### src/rtl/pixel_coordinate_generator_pkg.sv
// Shared payload types and Q16.16 fixed-point helpers for the rasterizer front end.
package pixel_coordinate_generator_pkg;

    localparam int unsigned FIXED_W = 32;
    localparam int unsigned FRAC_W  = 16;
    localparam int unsigned COORD_W = 16;

    typedef logic signed [FIXED_W-1:0] fixed_t;
    typedef logic [COORD_W-1:0]        coord_t;

    typedef struct packed {
        fixed_t x;
        fixed_t y;
        fixed_t z;
    } vertex_t;

    typedef struct packed {
        vertex_t v0;
        vertex_t v1;
        vertex_t v2;
        fixed_t  area_inv;
    } attributed_triangle_t;

    typedef struct packed {
        logic last;
    } triangle_metadata_t;

    typedef struct packed {
        coord_t x;
        coord_t y;
    } pixel_coordinate_t;

    typedef struct packed {
        logic last;
    } pixel_metadata_t;

    // Signed fixed multiply; fractional bits below the LSB are truncated.
    function automatic fixed_t mul(input fixed_t a, input fixed_t b);
        logic signed [2*FIXED_W-1:0] p;
        p = (2*FIXED_W)'(a) * (2*FIXED_W)'(b);
        return FIXED_W'(p >>> FRAC_W);
    endfunction

endpackage

### src/rtl/pixel_coordinate_generator.sv
// Bounding-box traversal: latches a triangle, clamps its box to the viewport and streams pixels.
// Optional build macro PIXEL_COORDINATE_GENERATOR_SERPENTINE_EN selects boustrophedon row order.
module pixel_coordinate_generator
    import pixel_coordinate_generator_pkg::*;
#(
    parameter int unsigned VIEWPORT_WIDTH  = 1,
    parameter int unsigned VIEWPORT_HEIGHT = 1
) (
    input  logic                 clk,
    input  logic                 rstn,
    output logic                 attributed_triangle_s_ready,
    input  logic                 attributed_triangle_s_valid,
    input  attributed_triangle_t attributed_triangle_s_data,
    input  triangle_metadata_t   attributed_triangle_s_metadata,
    input  logic                 attributed_triangle_m_ready,
    output logic                 attributed_triangle_m_valid,
    output attributed_triangle_t attributed_triangle_m_data,
    output triangle_metadata_t   attributed_triangle_m_metadata,
    input  logic                 pixel_coordinate_m_ready,
    output logic                 pixel_coordinate_m_valid,
    output pixel_coordinate_t    pixel_coordinate_m_data,
    output pixel_metadata_t      pixel_coordinate_m_metadata
);

    localparam int unsigned X_HI = VIEWPORT_WIDTH - 1;
    localparam int unsigned Y_HI = VIEWPORT_HEIGHT - 1;
    localparam fixed_t X_SCALE   = FIXED_W'(X_HI << FRAC_W);
    localparam fixed_t Y_SCALE   = FIXED_W'(Y_HI << FRAC_W);
    localparam fixed_t FRAC_MASK = FIXED_W'((1 << FRAC_W) - 1);

    typedef enum logic [1:0] {S_IDLE, S_SETUP, S_SCAN} state_t;

    state_t               r_state, w_state;
    logic                 r_s_ready, w_s_ready;
    attributed_triangle_t r_tri, w_tri;
    triangle_metadata_t   r_tri_meta, w_tri_meta;
    logic                 r_tri_valid, w_tri_valid;
    logic                 r_pix_valid, w_pix_valid;
    pixel_coordinate_t    r_pix, w_pix;
    logic                 r_pix_last, w_pix_last;
    coord_t               r_x_min, w_x_min;
    coord_t               r_x_max, w_x_max;
    coord_t               r_y_max, w_y_max;
    coord_t               w_x_end;
    coord_t               w_x_lo, w_x_hi, w_y_lo, w_y_hi;
    coord_t               w_x_hi_raw, w_y_hi_raw;
    logic                 w_advance;
`ifdef PIXEL_COORDINATE_GENERATOR_SERPENTINE_EN
    logic                 r_odd, w_odd;
`endif

    function automatic fixed_t min3(input fixed_t a, input fixed_t b, input fixed_t c);
        fixed_t m;
        m = (a < b) ? a : b;
        return (c < m) ? c : m;
    endfunction

    function automatic fixed_t max3(input fixed_t a, input fixed_t b, input fixed_t c);
        fixed_t m;
        m = (a > b) ? a : b;
        return (c > m) ? c : m;
    endfunction

    function automatic fixed_t floor_int(input fixed_t v);
        return v >>> FRAC_W;
    endfunction

    function automatic fixed_t ceil_int(input fixed_t v);
        return (v + FRAC_MASK) >>> FRAC_W;
    endfunction

    function automatic coord_t clamp(input fixed_t v, input int unsigned hi);
        fixed_t hi_f;
        hi_f = FIXED_W'(hi);
        if (v < 0)    return '0;
        if (v > hi_f) return COORD_W'(hi);
        return COORD_W'(v);
    endfunction

    // Box bounds from the latched triangle; evaluated during SETUP.
    always_comb begin
        w_x_lo     = clamp(floor_int(mul(min3(r_tri.v0.x, r_tri.v1.x, r_tri.v2.x), X_SCALE)), X_HI);
        w_x_hi_raw = clamp(ceil_int(mul(max3(r_tri.v0.x, r_tri.v1.x, r_tri.v2.x), X_SCALE)), X_HI);
        w_y_lo     = clamp(floor_int(mul(min3(r_tri.v0.y, r_tri.v1.y, r_tri.v2.y), Y_SCALE)), Y_HI);
        w_y_hi_raw = clamp(ceil_int(mul(max3(r_tri.v0.y, r_tri.v1.y, r_tri.v2.y), Y_SCALE)), Y_HI);
        w_x_hi     = (w_x_lo > w_x_hi_raw) ? w_x_lo : w_x_hi_raw;
        w_y_hi     = (w_y_lo > w_y_hi_raw) ? w_y_lo : w_y_hi_raw;
    end

`ifdef PIXEL_COORDINATE_GENERATOR_SERPENTINE_EN
    assign w_x_end = r_odd ? r_x_min : r_x_max;
`else
    assign w_x_end = r_x_max;
`endif

    assign w_advance = r_pix_valid && pixel_coordinate_m_ready
                    && (!r_tri_valid || attributed_triangle_m_ready);

    always_comb begin
        w_state     = r_state;
        w_s_ready   = r_s_ready;
        w_tri       = r_tri;
        w_tri_meta  = r_tri_meta;
        w_tri_valid = r_tri_valid;
        w_pix_valid = r_pix_valid;
        w_pix       = r_pix;
        w_pix_last  = r_pix_last;
        w_x_min     = r_x_min;
        w_x_max     = r_x_max;
        w_y_max     = r_y_max;
`ifdef PIXEL_COORDINATE_GENERATOR_SERPENTINE_EN
        w_odd       = r_odd;
`endif
        case (r_state)
            S_IDLE: begin
                w_s_ready = 1'b1;
                if (attributed_triangle_s_valid && r_s_ready) begin
                    w_tri      = attributed_triangle_s_data;
                    w_tri_meta = attributed_triangle_s_metadata;
                    w_s_ready  = 1'b0;
                    w_state    = S_SETUP;
                end
            end
            S_SETUP: begin
                w_x_min     = w_x_lo;
                w_x_max     = w_x_hi;
                w_y_max     = w_y_hi;
                w_pix.x     = w_x_lo;
                w_pix.y     = w_y_lo;
                w_pix_last  = (w_x_lo == w_x_hi) && (w_y_lo == w_y_hi);
                w_pix_valid = 1'b1;
                w_tri_valid = 1'b1;
`ifdef PIXEL_COORDINATE_GENERATOR_SERPENTINE_EN
                w_odd       = 1'b0;
`endif
                w_state     = S_SCAN;
            end
            S_SCAN: begin
                if (w_advance) begin
                    w_tri_valid = 1'b0;
                    if (r_pix_last) begin
                        w_pix_valid = 1'b0;
                        w_pix_last  = 1'b0;
                        w_s_ready   = 1'b1;
                        w_state     = S_IDLE;
                    end else if (r_pix.x == w_x_end) begin
                        w_pix.y = r_pix.y + COORD_W'(1);
`ifdef PIXEL_COORDINATE_GENERATOR_SERPENTINE_EN
                        // Row turn: x stays put and the direction flips.
                        w_odd      = !r_odd;
                        w_pix_last = (w_pix.y == r_y_max)
                                  && (r_pix.x == (r_odd ? r_x_max : r_x_min));
`else
                        w_pix.x    = r_x_min;
                        w_pix_last = (w_pix.y == r_y_max) && (r_x_min == r_x_max);
`endif
                    end else begin
`ifdef PIXEL_COORDINATE_GENERATOR_SERPENTINE_EN
                        w_pix.x = r_odd ? (r_pix.x - COORD_W'(1)) : (r_pix.x + COORD_W'(1));
`else
                        w_pix.x = r_pix.x + COORD_W'(1);
`endif
                        w_pix_last = (r_pix.y == r_y_max) && (w_pix.x == w_x_end);
                    end
                end
            end
            default: w_state = S_IDLE;
        endcase
    end

    always_ff @(posedge clk or negedge rstn) begin
        if (!rstn) begin
            r_state     <= S_IDLE;
            r_s_ready   <= 1'b0;
            r_tri       <= '0;
            r_tri_meta  <= '0;
            r_tri_valid <= 1'b0;
            r_pix_valid <= 1'b0;
            r_pix       <= '0;
            r_pix_last  <= 1'b0;
            r_x_min     <= '0;
            r_x_max     <= '0;
            r_y_max     <= '0;
`ifdef PIXEL_COORDINATE_GENERATOR_SERPENTINE_EN
            r_odd       <= 1'b0;
`endif
        end else begin
            r_state     <= w_state;
            r_s_ready   <= w_s_ready;
            r_tri       <= w_tri;
            r_tri_meta  <= w_tri_meta;
            r_tri_valid <= w_tri_valid;
            r_pix_valid <= w_pix_valid;
            r_pix       <= w_pix;
            r_pix_last  <= w_pix_last;
            r_x_min     <= w_x_min;
            r_x_max     <= w_x_max;
            r_y_max     <= w_y_max;
`ifdef PIXEL_COORDINATE_GENERATOR_SERPENTINE_EN
            r_odd       <= w_odd;
`endif
        end
    end

    assign attributed_triangle_s_ready    = r_s_ready;
    assign attributed_triangle_m_valid    = r_tri_valid;
    assign attributed_triangle_m_data     = r_tri;
    assign attributed_triangle_m_metadata = r_tri_meta;
    assign pixel_coordinate_m_valid       = r_pix_valid;
    assign pixel_coordinate_m_data        = r_pix;
    assign pixel_coordinate_m_metadata.last = r_pix_last;

endmodule

### config.mk
export PLATFORM = sky130hd
export DESIGN_NAME = pixel_coordinate_generator
export DESIGN_NICKNAME = d
export VERILOG_FILES = /design/src/rtl/pixel_coordinate_generator_pkg.sv /design/src/rtl/pixel_coordinate_generator.sv
export SDC_FILE = /design/constraint.sdc
export NUM_CORES = 1
export LEC_CHECK = 0
export ABC_AREA = 0
export CAP_MARGIN = 15
export CORE_AREA = 4 4 263 265
export CTS_CLUSTER_SIZE = 16
export DETAILED_ROUTE_END_ITERATION = 8
export DIE_AREA = 0 0 267 269
export GPL_TIMING_DRIVEN = 0
export SETUP_SLACK_MARGIN = 0.05
export SLEW_MARGIN = 5
export SYNTH_ARGS = -nofsm -noshare
export SYNTH_HDL_FRONTEND = slang
export SYNTH_SLANG_ARGS = --single-unit
### constraint.sdc
create_clock -name clk -period 2.1 [get_ports clk]
set_clock_uncertainty 0.2 [all_clocks]
set_input_delay 0.42 -clock clk [delete_from_list [all_inputs] [get_ports clk]]
set_output_delay 0.42 -clock clk [all_outputs]
set_load 0.05 [all_outputs]
# ---- Yosys cells after proc, flatten, opt, wreduce, memory -nomap -nowiden
# Cells that the tools add are included.
dict set report op_classes {
  n_addsub 2
  eq_ne 7
  muxes 22
  reduce_logical 20
}
# op count
set op_table {}
lappend op_table {{zero test 16 bit} 4}
lappend op_table {{2-to-1 mux 32 bit} 2}
lappend op_table {{one-hot mux 32 bit (2 select lines)} 1}
lappend op_table {{adder 16 x 1 -> 16 bit, second input constant} 2}
lappend op_table {{2-to-1 mux 16 bit} 2}
lappend op_table {{AND reduction 3 bit} 4}
lappend op_table {{!= test 2 bit, second input constant} 5}
lappend op_table {{2-to-1 mux 1 bit} 9}
lappend op_table {{one-hot mux 1 bit (2 select lines)} 4}
lappend op_table {{2-to-1 mux 2 bit} 3}
lappend op_table {{one-hot mux 2 bit (3 select lines)} 1}
lappend op_table {{logical AND 1 bit} 4}
lappend op_table {{AND reduction 2 bit} 2}
lappend op_table {{AND reduction 4 bit} 1}
lappend op_table {{nonzero test 2 bit} 2}
lappend op_table {{equality test 2 x 1 -> 1 bit, second input constant} 1}
lappend op_table {{equality test 2 bit, second input constant} 1}
lappend op_table {{zero test 2 bit} 1}
lappend op_table {{zero test 1 bit} 1}
lappend op_table {{logical OR 1 bit} 1}
dict set report word_totals {
  ff_bits 359
  input_bits 326
  out_inout_bits 357
  elab_cells 69
}

# ---- Logic depth before layout (Yosys ltp)
# Gate-level depths: netlist (run 1).
dict set report depth {
  ltp_word 7
  depth_mapped 9
  ltp_nobuf 8
}

# ---- Worst setup path after synthesis (run 1)
# Ideal clock, no wire load.
dict set report synth_path {
  kind {register to register}
  from {register r_pix (netlist bit pixel_coordinate_m_data[0])}
  to {register r_pix (netlist bit pixel_coordinate_m_data[14])}
  arrival_ps 2065
  t_required_ps 1751
  path_slack_ps -314
  stages_incl_launch_ff 8
  n_path_buf 0
  period_less_slack_ps 2414
  path_cell_list {dfrtp_1 -> ha_1 -> nand4_1 -> nor3_2 -> nand3_1 -> and2_1 -> o21ai_1 -> o31ai_1}
}
dict set report synth_via {
  elab_chain_len 5
}
# item line
set synth_rtl {}
lappend synth_rtl {{start, declared} pixel_coordinate_generator.sv:39} ;# pixel_coordinate_t r_pix, w_pix;
lappend synth_rtl {{start signal, assigned} pixel_coordinate_generator.sv:194} ;# r_pix <= w_pix;
lappend synth_rtl {{adder 16 x 1 -> 16 bit} pixel_coordinate_generator.sv:147} ;# w_pix.y = r_pix.y + COORD_W'(1);
lappend synth_rtl {{2-to-1 mux 16 bit} pixel_coordinate_generator.sv:146} ;# end else if (r_pix.x == w_x_end) begin
lappend synth_rtl {{2-to-1 mux 32 bit} pixel_coordinate_generator.sv:141} ;# if (r_pix_last) begin
lappend synth_rtl {{2-to-1 mux 32 bit} pixel_coordinate_generator.sv:139} ;# if (w_advance) begin
lappend synth_rtl {{one-hot mux 32 bit (2 select lines)} pixel_coordinate_generator.sv:114} ;# case (r_state)
# No other way between the ends. The select of a mux whose other input is x is not followed.
# A chain may end at the register's enable or synchronous reset.

# ---- Worst setup path in the final report (run 1)
dict set report layout_path {
  from {register r_pix (netlist bit pixel_coordinate_m_data[16])}
  to {register r_pix (netlist bit pixel_coordinate_m_data[12])}
}
dict set report layout_via {
  elab_chain_len 3
}
# item line
set layout_rtl {}
lappend layout_rtl {{zero test 16 bit} pixel_coordinate_generator.sv:146}
lappend layout_rtl {{!= test 2 bit (no source line)} n/a}
lappend layout_rtl {{AND reduction 4 bit (no source line)} n/a}
# No other way between the ends.

==> results of run 1 <==
kinds of logic (layout without fill, tap and decap cells):
group	count (synthesis)	in the layout
buf+inv	63	851
mux	321	321
compound gates	87	87
flops	359	359
fa+ha+maj	5	5
xor+xnor	9	9
other cells	0	2
simple gates	133	133
power by group through the flow:
stage / Sequential (mW) / Clock, mW / Combinational (mW)
after floorplan: 23.3 / 0 / 4.87
after global placement: 12.2 / 0 / 25.5
after detailed placement: 12.2 / 0 / 25.7
after CTS: 12.2 / 8.21 / 25.2
after global routing: 12.6 / 8.51 / 26.0
final: 12.1 / 7.95 / 25.0
state kept, by name, indices dropped and copies added (netlist names):
name,flops
pixel_coordinate_m_data,32
attributed_triangle_m_metadata,1
pixel_coordinate_m_valid,1
attributed_triangle_s_ready,1
attributed_triangle_m_data,320
pixel_coordinate_m_metadata,1
attributed_triangle_m_valid,1
r_state,2
synth_stat cells, drive strengths merged:
cell type  count  area [um2]
xnor2          4        35.0
nor2b          4        25.0
o31a           1        8.76
or4            2        15.0
a41oi          2        17.5
nor4          11         133
or3            1        6.26
nor3b          2        15.0
a31oi          5        31.3
dfrtp        359        8980
a32oi          1        8.76
xor2           5        43.8
a21oi         12        60.1
nor3           7        45.0
nand2         24        90.1
nand3b         1        7.51
and4bb         1        12.5
and3           3        18.8
a31o           1        8.76
o21ai         34         170
a221oi         2        17.5
inv            8        30.0
nand2b         4        25.0
o41ai          3        33.8
nor2          32         130
and2           4        25.0
o21bai         1        7.51
clkbuf         8        31.3
a211oi         1        7.51
a22o           4        35.0
nand4         12        93.8
mux2         321        3610
nor4b          1        8.76
a21o           2        15.0
a311o          1        10.0
and4           4        35.0
or2            2        12.5
o2111ai        1        8.76
and4b          1        10.0
nand3         17        90.1
o31ai         16         120
buf           47         248
ha             5        62.6
final cells by class:
| class | count | share of cell area, % |
|---|---|---|
| inverter | 8 | 0.129 |
| tap | 873 | 4.34 |
| antenna | 2 | 0.0199 |
| buffer | 53 | 2.20 |
| multi-input combinational | 555 | 21.7 |
| timing repair buffer | 711 | 29.6 |
| clock inverter | 16 | 0.970 |
| clock buffer | 63 | 5.17 |
| sequential | 359 | 35.9 |
metrics by stage:
| stage | setup TNS (ns) | utilization [%] |
|---|---|---|
| 2_1_floorplan | -0.00159 | - |
| 3_3_place_gp | -6002.19 | 33.6 |
| 3_5_place_dp | -417.70 | 33.7 |
| 4_1_cts | -0.583 | 36.9 |
| 5_1_grt | -1.98 | 37.6 |
| 6_report | -0.365 | 37.6 |
metal layers:
| metal | vias up | share of wire [%] |
|---|---|---|
| li1 | 5070 | - |
| met1 | 5561 | 38 |
| met2 | 490 | 51 |
| met3 | 84 | 8.5 |
| met4 | 4 | 2.5 |
| met5 | - | 0.051 |
what timing repair did:
| item | in CTS | in global routing |
|---|---|---|
| setup endpoints to repair | 713 | 307 |
| endpoints found under the hold margin | 89 | 89 |
| gates cloned | 0 | 3 |
| gates resized for setup | 1194 | 95 |
| setup buffers | 6 | 17 |
| pin swaps | 2 | 19 |
worst max-delay path, stage by stage (launching register included):
cell	delay, ns
dfrtp_2	0.46
inv_2	0.08
ha_4	0.11
nor3b_4	0.23
nand4_4	0.17
buf_6	0.16
nor2_4	0.13
nor2_4	0.08
buf_6	0.17
o21ai_1	0.18
o31ai_2	0.09
path summary, 6_finish.rpt:
path / from / to / slack (ns) / cells past startpoint
min in group clk: attributed_triangle_s_data[135] / attributed_triangle_m_data[135] / 0.27 / 2
min reg2reg: attributed_triangle_m_data[159] / attributed_triangle_m_data[159] / 0.30 / 1
min: rstn / attributed_triangle_m_data[103] / -0.34 / 1
max: pixel_coordinate_m_data[16] / pixel_coordinate_m_data[12] / -0.09 / 10
max in group asynchronous: rstn / pixel_coordinate_m_data[0] / 0.66 / 3
max reg2reg: pixel_coordinate_m_data[16] / pixel_coordinate_m_data[12] / -0.09 / 10
==> impl_metrics.py, run 1 <==
metrics = {
    "sta": {
        "finalHoldViolations": 89,
        "hold_ws_ns": -0.344,
        "drv_slew": 0,
        "setup_viol": 13,
        "maxSlewHeadroom_pct": 52.0,
        "period_needed_ns": 2.19,
        "fin_crit_sh_pct": 104,
        "fmax_mhz": 457,
        "worstMarginPinSlew_ns": 0.721,
        "rsz0062_at_grt": "true",
        "fin_ws_ns": -0.0898,
    },
    "final_layout": {
        "layout.area.seq_um2": 9020,
        "fin_nets": 2062,
        "drive_gt1_share_pct": 52.4,
        "fin_area_um2": 25100,
        "fillCellCount": 6326,
        "area_delta_synth_final_pct": 74.6,
        "layout_commonest_cell": "dfrtp_1",
        "multiInputGateArea_um2": 5450,
        "final_cell_mix": "dfrtp_1, clkdlybuf4s15_2, clkdlybuf4s50_1",
        "instances_no_fill": 2640,
    },
    "clock_tree": {
        "cts_buffer_depth": 3,
        "cts_root_buf": "clkbuf_16",
        "tritoncts": "built",
        "numCtsBuffers": 43,
        "clkSinkCount": 359,
        "clkSlewWorstSetupHoldPaths_ns": 0.06,
        "insertion_delay_ns": 0.55,
        "cts_max_level": 2,
    },
    "placed_design": {
        "portBuffers": 682,
        "place_area_um2": 22500,
        "dp.cells": 2535,
        "hpwl_mm": 40.6,
        "gp_congestion": 0.826,
        "pre_cts_slack_ns": -1.38,
    },
    "yosys": {
        "synth-warning-count": 0,
        "synth_nets": 1308,
        "synth_compound_area_share_pct": 3.89,
        "synthCells": 977,
        "synth_top_family_by_area": "multiplexers",
        "muxShareOfSynthArea_pct": 25.1,
        "yosys.area_share.simple_pct": 5.54,
        "ys_seq_elements": 359,
        "yosys.area_share.adder_pct": 0.434,
        "yosysSeqAreaShare_pct": 62.4,
        "avgSynthCellArea_um2": 14.7,
        "synth_xor_area_share_pct": 0.547,
        "synth_cell_types": 56,
        "syn_area_um2": 14400,
    },
    "route": {
        "dr_total_vias": 11200,
        "drc_errors": 0,
        "vias_per_cell": 4.25,
        "antenna_left": 0,
        "wirelength_mm": 52.5,
        "first_iter_violations": 480,
        "wl_per_cell_um": 19.9,
        "first_pass_iters": 4,
    },
    "global_route": {
        "met2_usage_pct": 23.9,
        "grt_overflow": 0,
        "grt_pass1_wl_mm": 74.6,
        "grt_pass1_vias": 11800,
        "grt_max_degree": 104,
        "antenna_found_initial": 3,
        "grt.met3_usage_pct": 4.48,
        "top_usage_layer": "met2",
        "grt.total_usage_pct": 13.5,
        "grt.met1_usage_pct": 15.4,
    },
    "min_path": {
        "hold_path_class": "in -> async",
    },
    "worst_setup_path": {
        "crit_fanout": 7,
        "crit_required_ns": 2.33,
        "path_class": "reg -> reg",
        "crit_arrival_ns": 2.42,
        "start_kind": "flop",
        "cp-end-kind": "flop",
    },
    "pwr": {
        "p_comb_share_pct": 55.5,
        "clkPwrFrac_pct": 17.6,
        "ir_drop_uv": 1100,
        "total_power_mw": 45.1,
        "p_int_mw": 23.9,
        "powerDensity_nw_per_um2": 1790,
        "seqPwrFrac_pct": 26.9,
        "swShare_pct": 47.0,
        "p_leak_nw": 10.3,
        "power_switching_mw": 21.2,
    },
    "floorplan": {
        "start_util_pct": 21.6,
        "coreArea_um2": 66800,
        "ios": 683,
        "die_w_um": 267,
        "die-area_um2": 71800,
        "die_y_um": 269,
        "row_count": 95,
    },
    "status": {
        "outcome": "complete, but fails checks",
        "violations": "negative hold slack, negative setup slack",
    },
    "run": {
        "maxCapViolCount": 0,
    },
}
No activity file was read; power rests on OpenSTA's default activity.
==> run 2: changes to the inputs <==
--- a/config.mk
+++ b/config.mk
@@ -11,6 +11,7 @@
 export CTS_CLUSTER_SIZE = 16
 export DETAILED_ROUTE_END_ITERATION = 8
 export DIE_AREA = 0 0 267 269
+export GPL_ROUTABILITY_DRIVEN = 0
 export GPL_TIMING_DRIVEN = 0
 export SETUP_SLACK_MARGIN = 0.05
 export SLEW_MARGIN = 5
==> results of run 2 <==
Final layout, timing and power as in run 1 (identical DEF).
==> patch (settings of run 1) <==
Change the package constant `FIXED_W` from 32 to 28.
--- a/src/rtl/pixel_coordinate_generator_pkg.sv
+++ b/src/rtl/pixel_coordinate_generator_pkg.sv
@@ -2,5 +2,5 @@
 package pixel_coordinate_generator_pkg;
 
-    localparam int unsigned FIXED_W = 32;
+    localparam int unsigned FIXED_W = 28;
     localparam int unsigned FRAC_W  = 16;
     localparam int unsigned COORD_W = 16;
Interface: changed (resized attributed_triangle_m_data and attributed_triangle_s_data); port bits go from 683 to 603. The function was not compared with the original's and may differ.
==> patch against run 1 <==
  * The run ends with setup timing left
  * Count of clock-buffer cells in the layout shrank 3
  * Worst setup slack lost 0.27 ns
  * Power shrank 3.2%
  * Cell area grew 0.65%
  * Critical path depth shrank 3
  * Area after synthesis shrank 10%
  * Worst hold slack gained 0.56 ns
  * Via count shrank 5.0%
  * Sequential cell count shrank 40
  * Routed wire length shrank 0.83%
  * Critical path type unchanged
  * Largest cell class is now buffers
  * Largest power group unchanged
==> patch: results (changes against run 1) <==
| Metric | Value |
|---|---|
| Outcome | `finished, violations left` |
| Failing checks | `setup timing` |
| All-Layer GR Usage | `11.8% (-1.7 points)` |
| CP max FO | `7 (unchanged)` |
| Hold Worst Slack | `0.217 ns (+0.560 ns)` |
| Placer congestion estimate | `0.830 (+0.48%)` |
| Detailed Route Iter0 Violations | `435 (-9.4%)` |
| Avg WL per Cell | `20.5 um (+2.8%)` |
| Slowest-stage cell, CP | `or4_4` |
| VDD IR max | `0.000978 V (-11%)` |
| ANT cells | `0 (-2)` |
| R2R Path Start | `pixel_coordinate_m_data[27]$_DFFE_PN0P_` |
| Num CTS Buffers | `39 (-9.3%)` |
| Pre-Repair DR Iteration Count | `5 (+1)` |
| Hold WC Path Type | `in2async` |
| FILL cells | `6263 (-1.0%)` |
| Clk buf depth | `3 (unchanged)` |
| Setup ws final | `-0.361 ns (-0.271 ns)` |
| Max reg flops | `280 (-13%)` |
| Post-Synth Adder-Cell Area | `0.484% (+0.050 points)` |
| First-pass GRT wire length | `66.3 mm (-11%)` |
| Syn nets | `1205 (-7.9%)` |
| Post-synthesis cell type count | `49 (-13%)` |
| Worst R2R Path Depth | `7 (-3)` |
| Leakage | `12.9 nW (+25%)` |
| Crit-path max cell delay | `0.54 ns (+0.08 ns)` |
| Arr. time, crit path | `2.74 ns (+0.32 ns)` |
| Crit path to | `pixel_coordinate_m_metadata$_DFFE_PN0P_` |
| Ys flop type | `dfrtp_1` |
| Worst slew margin | `61.3% (+9.4 points)` |
| Final setup vio count | `121 (+108)` |
| Clock latency at the later pin of the worst-skew pair | `0.53 ns (-0.02 ns)` |
| Setup TNS | `-9.78 ns (-9.41 ns)` |
| Initial antenna violation count | `2 (-1)` |
| Synth top area cells | `dfrtp_1 (62%), mux2_2 (25%), o21ai_0 (1.4%), buf_2 (1.3%), nor2_1 (1.1%)` |
| Multiplexer area fraction after synthesis | `24.7% (-0.36 points)` |
| Post-layout nets | `1939 (-6.0%)` |
| Fraction of layout cells with a size suffix above 1 | `38.6% (-14 points)` |
| Clock transition at path regs | `0.06 ns (about the same)` |
| Synth warnings | `0 (unchanged)` |
| Post-synth top cells | `dfrtp_1 (319), mux2_2 (283), nor2_1 (37)` |
| Post-DP HPWL | `34.5 mm (-15%)` |
| Vias per std cell | `4.18 (-1.5%)` |
| Synth Area in Compound Gates | `3.96% (+0.068 points)` |
| Post-synthesis xor/xnor area fraction | `0.474% (-0.073 points)` |
| H-tree levels | `2 (unchanged)` |
| Async SR Flop Fraction | `100% (unchanged)` |
| I/O Buffers | `602 (-12%)` |
| Vias in the first global route | `10800 (-9.0%)` |
| Pin count of the biggest net entering global routing | `107 (+2.9%)` |
| Sequential area share after synthesis | `61.7% (-0.60 points)` |
patch: layout make-up:
type	count	share of cell area, %
buffer	49	2.84
clock buffer	60	4.65
clock inverter	7	0.460
inverter	13	0.193
multi-input combinational	527	23.7
sequential	319	31.7
tap	873	4.32
timing repair buffer	699	32.2
patch: timing repair:
action	CTS	global route
hold buffers	1	0
gates cloned	2	35
gates resized for setup	316	713
setup endpoints to repair	633	666
buffers inserted	15	41
endpoints found under the hold margin	57	0
pin swaps	7	11
patch: critical path, delay by kind of cell (launching register included):
family / cells / cell delay (ns)
AND/OR/NAND/NOR: 5 / 1.42
flip-flops: 1 / 0.40
buffers and inverters: 1 / 0.13
AO/OA/AOI/OAI: 1 / 0.24
patch: power breakdown:
part	switching [W]	internal, W
sequential	0.00166	0.00902
clock	0.00265	0.00421
combinational	0.0149	0.0113
patch: logic make-up (layout without fill, tap and decap cells):
group                    Yosys count  in the layout
AO/OA/AOI/OAI                     83             83
multiplexers                     284            284
buffers and inverters             68            828
adder cells (fa/ha/maj)            5              5
flip-flops                       319            319
XOR/XNOR                           7              7
AND/OR/NAND/NOR                  148            148
patch: layer usage:
metal  track usage, %  share of wire (%)  wire, um  up-vias
met4             2.90                2.7      1380        4
met1             13.1                 38     20000     5365
li1                 -                  -         -     4742
met5                0              0.063        33        -
met2             21.4                 51     26500      450
met3             4.33                8.0      4150       86
patch: through the flow:
step	instance area, um^2	power, W	cells	util, %	setup WS (ns)
floorplan	13100	0.0245	914	-	-0.346
global placement	20200	0.0324	2389	30.2	-16.20
detailed placement	20300	0.0327	2392	30.3	-1.05
CTS	22300	0.0405	2474	33.3	-0.387
global route	25300	0.0454	2547	37.9	-0.475
finish	25300	0.0437	2547	37.9	-0.361
